$ cat src/rtl/tx_arb_pkg.sv
// Shared types and widths for the UART TX FIFO write arbiter.
package tx_arb_pkg;

    typedef enum logic {
        IDLE = 1'b0,
        SEND = 1'b1
    } state_t;

    localparam int BYTE_IDX_W = 2;
    localparam int LEN_W      = 2;
    localparam int NREQ_MAX   = 8;

endpackage

$ cat src/rtl/tx_arb_pick.sv
// Purpose: combinational winner select over the requester valid vector.
// Latency: zero cycles (pure combinational).
// Backpressure: none; the caller decides when a pick is consumed.
// TX_ARB_ROUND_ROBIN_EN selects round-robin from rr_ptr+1; otherwise lowest index wins.
module tx_arb_pick #(
    parameter int NREQ  = 2,
    parameter int IDX_W = 1
) (
    input  logic [NREQ-1:0]  valid,
    input  logic [IDX_W-1:0] rr_ptr,
    output logic [IDX_W-1:0] winner,
    output logic             found
);

    assign found = |valid;

`ifdef TX_ARB_ROUND_ROBIN_EN
    // Walk offsets downwards so the nearest valid requester after rr_ptr is written last.
    always_comb begin
        int idx;
        winner = '0;
        idx    = 0;
        for (int k = NREQ; k >= 1; k--) begin
            idx = (int'(rr_ptr) + k) % NREQ;
            if (valid[idx]) begin
                winner = IDX_W'(idx);
            end
        end
    end
`else
    logic [IDX_W-1:0] unused_rr_ptr;
    assign unused_rr_ptr = rr_ptr;

    always_comb begin
        winner = '0;
        for (int i = NREQ - 1; i >= 0; i--) begin
            if (valid[i]) begin
                winner = IDX_W'(i);
            end
        end
    end
`endif

endmodule

$ cat src/rtl/tx_write_arbiter.sv
// Purpose: grants one of NREQ requesters and writes its 1-4 bytes little-endian into the TX FIFO.
// Latency: first byte one cycle after grant, ack with the last byte, one dead IDLE cycle per request.
// Backpressure: fifo_full holds the current byte (no write, no advance); arbitration via TX_ARB_ROUND_ROBIN_EN.
module tx_write_arbiter
    import tx_arb_pkg::*;
#(
    parameter int NREQ = 2
) (
    input  logic                  clk,
    input  logic                  rst,
    input  logic [NREQ-1:0]       req_valid,
    input  logic [NREQ-1:0][31:0] req_data,
    input  logic [NREQ-1:0][1:0]  req_len,
    output logic [NREQ-1:0]       req_ack,
    input  logic                  fifo_full,
    output logic                  fifo_wen,
    output logic [7:0]            fifo_wdata,
    output logic                  busy
);

    localparam int IDX_W = $clog2(NREQ);

    state_t                  state_q, state_d;
    logic [IDX_W-1:0]        grant_q, grant_d;
    logic [BYTE_IDX_W-1:0]   byte_idx_q, byte_idx_d;
    logic [IDX_W-1:0]        rr_ptr_q, rr_ptr_d;
    logic [31:0]             data_q, data_d;
    logic [LEN_W-1:0]        len_q, len_d;

    logic [IDX_W-1:0]        winner;
    logic                    found;

    tx_arb_pick #(
        .NREQ  (NREQ),
        .IDX_W (IDX_W)
    ) u_pick (
        .valid  (req_valid),
        .rr_ptr (rr_ptr_q),
        .winner (winner),
        .found  (found)
    );

    always_comb begin
        state_d    = state_q;
        grant_d    = grant_q;
        byte_idx_d = byte_idx_q;
        rr_ptr_d   = rr_ptr_q;
        data_d     = data_q;
        len_d      = len_q;
        fifo_wen   = 1'b0;
        fifo_wdata = 8'h00;
        req_ack    = '0;

        case (state_q)
            IDLE: begin
                if (found) begin
                    data_d     = req_data[winner];
                    len_d      = req_len[winner];
                    grant_d    = winner;
                    byte_idx_d = '0;
                    rr_ptr_d   = winner;
                    state_d    = SEND;
                end
            end
            SEND: begin
                if (!fifo_full) begin
                    fifo_wen   = 1'b1;
                    fifo_wdata = data_q[{byte_idx_q, 3'b000} +: 8];
                    if (byte_idx_q == len_q) begin
                        req_ack[grant_q] = 1'b1;
                        state_d          = IDLE;
                    end else begin
                        byte_idx_d = byte_idx_q + 2'd1;
                    end
                end
            end
            default: state_d = IDLE;
        endcase
    end

    assign busy = (state_q == SEND);

    always_ff @(posedge clk or posedge rst) begin
        if (rst) begin
            state_q    <= IDLE;
            grant_q    <= '0;
            byte_idx_q <= '0;
            rr_ptr_q   <= IDX_W'(NREQ - 1);
            data_q     <= '0;
            len_q      <= '0;
        end else begin
            state_q    <= state_d;
            grant_q    <= grant_d;
            byte_idx_q <= byte_idx_d;
            rr_ptr_q   <= rr_ptr_d;
            data_q     <= data_d;
            len_q      <= len_d;
        end
    end

endmodule

$ cat config.mk
export PLATFORM = sky130hd
export DESIGN_NAME = tx_write_arbiter
export DESIGN_NICKNAME = d
export VERILOG_FILES = /design/src/rtl/tx_arb_pkg.sv /design/src/rtl/tx_arb_pick.sv /design/src/rtl/tx_write_arbiter.sv
export SDC_FILE = /design/constraint.sdc
export NUM_CORES = 1
export LEC_CHECK = 0
export CORE_MARGIN = 5
export CORE_UTILIZATION = 44
export DETAILED_ROUTE_END_ITERATION = 10
export PLACE_DENSITY = 0.86
export SLEW_MARGIN = 15
export SYNTH_ARGS = -nofsm -noshare
export SYNTH_HDL_FRONTEND = slang
export SYNTH_SLANG_ARGS = --single-unit
$ cat constraint.sdc
create_clock -name clk -period 2.8 [get_ports clk]
set_clock_uncertainty 0.2 [all_clocks]
set_input_delay 0.28 -clock clk [delete_from_list [all_inputs] [get_ports clk]]
set_output_delay 0.28 -clock clk [all_outputs]
set_load 0.01 [all_outputs]
==> impl_metrics.yaml <==
cts:
  post-cts-setup-buffer-count: 0
  clkLatencyLatePin_ns: 0.29
  hold_buffers: 0
  cts_resized: 0
  clock-root-buffer: "clkbuf_8"
  htree_levels: 2
  cts_buffers: 5
  cts_tree: "yes"
  clock-sinks: 38
  clk_pin_slew_worst_paths_ns: 0.07
  clockBufferDepth: 2
worst_setup_path:
  reg2reg_depth: 3
  cp_cell_sequence: "mux4_1, nor2b_1, clkdlybuf4s50_1"
  rrSetupSlack_ns: 1.09
  arrival_ns: 2.13
  reg2reg_from: "busy"
  crit_type: "reg -> out"
  crit_fanout: 10
  slowest_delay_ns: 0.60
  end_kind: "output pin"
  start_kind: "flip-flop"
  r2r-end: "byte_idx_q[1]"
  cp_slowest_cell: "dfrtp_1"
  worstPathRequired_ns: 2.32
die:
  core_um2: 4630
  dieArea_um2: 6170
  die_x_um: 78.6
  rows: 25
  start_util_pct: 44.7
  die_h_um: 78.6
  io_pins: 85
cells_and_area:
  final_common_cell: "clkdlybuf4s50_1"
  fin_cells: 330
  drive_gt1_share_pct: 7.97
  syn2layout_area_growth_pct: 47.4
  diodes: 0
  n_fill_cell: 367
  register_area_um2: 952
  layout.nets: 348
  final_cell_mix: "clkdlybuf4s50_1 (84), dfrtp_1 (37), nand2_1 (36)"
  multiInputGateArea_um2: 1020
global_route:
  grt_overflow: 0
  antenna_found_initial: 0
  grt_usage_pct: 16.4
  grt_pass1_wl_mm: 8.02
  grt_pass1_vias: 1746
  grt_start_max_net_pins: 71
sta:
  slew_viol_final: 0
  finalHoldViolCount: 0
  fin_ws_ns: 0.191
  timing.final.crit_share_pct: 93.2
  max_freq_mhz: 383
  worst_pin_slew_ns: 0.492
  relSlewSlack_pct: 67.2
  fin_crit_ns: 2.61
  setup_viol: 0
  final.setup.tns_ns: 0
  grt_setup_unrepaired: "no"
logic_synthesis:
  syn_area_um2: 2070
  synth_area_per_cell_um2: 10.7
  synth_cell_types: 26
  ys_seq_area_share_pct: 45.9
  synth-seq-cells: 38
  synthCells: 193
  syn_nets: 266
  synth.yosys.warnings: 0
flow_run:
  drv_cap: 0
place:
  hpwl_mm: 3.82
  io_buffer_count: 84
  dp.cells: 322
  pre_cts_ws_ns: 0.323
  finalWeightedCongestion: 0.708
route:
  ant_nets: 0
  drt_iter0_markers: 70
  routedWlPerCell_um: 14.9
  vias_per_cell: 5.17
  finalWirelength_mm: 4.93
  drt_pass1_iterations: 4
  drc: 0
  via_count: 1705
power_and_ir_drop:
  power_leakage_nw: 1.30
  p_total_w: 0.00249
  power_density_nw_per_um2: 815
  max-vdd-ir-drop_mv: 0.318
status:
  status: "finished, final reports clean"
worst_hold_path:
  hold_path_class: "in -> async"
-- metrics by stage --
step	cell area, µm²	hold WS, ns	util (%)
6_report	3050	0.204	65.9
5_1_grt	3050	0.256	65.9
4_1_cts	3050	0.219	65.9
3_5_place_dp	2940	0.268	63.5
3_3_place_gp	2940	0.258	63.5
2_1_floorplan	2070	0.170	-
-- synth_stat cells --
| library cell | count | area (µm²) |
|---|---|---|
| dfrtp_1 | 38 | 951 |
| nand2_1 | 36 | 135 |
| mux2i_1 | 35 | 350 |
| o21ai_1 | 30 | 150 |
| nor2b_1 | 9 | 56.3 |
| clkbuf_1 | 7 | 26.3 |
| mux4_2 | 6 | 135 |
| a21oi_1 | 4 | 20.0 |
| o21ai_0 | 4 | 20.0 |
| buf_8 | 3 | 45.0 |
| inv_1 | 3 | 11.3 |
| buf_4 | 2 | 15.0 |
| mux4_1 | 2 | 52.6 |
| xnor2_1 | 2 | 17.5 |
| and2_1 | 1 | 6.26 |
| and3_1 | 1 | 6.26 |
| buf_2 | 1 | 5.00 |
| buf_6 | 1 | 11.3 |
| nand2b_1 | 1 | 6.26 |
| nand3_1 | 1 | 5.00 |
| nand3b_1 | 1 | 7.51 |
| nor2_1 | 1 | 3.75 |
| nor3_1 | 1 | 5.00 |
| nor3b_1 | 1 | 7.51 |
| o21bai_2 | 1 | 11.3 |
| o221ai_1 | 1 | 8.76 |
-- critical path, delay by kind of cell, from the launching register on --
| kind | cells | cell delay [ns] |
|---|---|---|
| flops | 1 | 0.60 |
| mux | 1 | 0.60 |
| buf+inv | 1 | 0.50 |
| simple gates | 1 | 0.14 |
-- flip-flops by register name, summed over array words and instances (netlist names) --
signal and count:
busy 1, byte_idx_q 2, data_q 32, grant_q 1, len_q 2
-- report_power, final --
group	switching [W]	internal, W
clock network	0.000191	0.000262
registers	0.000205	0.000810
logic	0.000400	0.000617
-- cell families (layout without fill, tap and decap cells) --
family	count (synthesis)	count (layout)	share of synthesized area, %
simple gates	53	53	11.5
mux	43	43	26.0
compound gates	40	40	10.2
flops	38	38	45.9
buf+inv	17	100	5.50
xor+xnor	2	2	0.847
-- worst max-delay path by stage --
stage          slack [ns]            end          start  cells after the start
6_report             0.19  fifo_wdata[0]  byte_idx_q[0]                      3
3_3_place_gp         0.38     req_ack[1]      fifo_full                      5
5_1_grt              0.06  fifo_wdata[1]  byte_idx_q[0]                      3
4_1_cts              0.05  fifo_wdata[7]  byte_idx_q[1]                      3
3_5_place_dp         0.32     req_ack[1]      fifo_full                      5
2_1_floorplan        1.08     req_ack[0]  byte_idx_q[0]                      4
-- routing by layer --
metal / wire length (µm) / global-route usage, % / vias to the layer above
met5: 0 / 0 / -
met2: 2440 / 27.4 / 54
met3: 330 / 3.56 / 6
met1: 2090 / 20.8 / 806
met4: 64 / 6.12 / 0
li1: - / - / 839
-- layout make-up --
type | count | area share, %
clock inverter | 3 | 1.31
multi-input combinational | 138 | 33.4
sequential | 38 | 31.2
tap | 54 | 2.21
inverter | 3 | 0.369
clock buffer | 5 | 2.26
timing repair buffer | 89 | 29.2
Power figures use the tool's default switching activity.
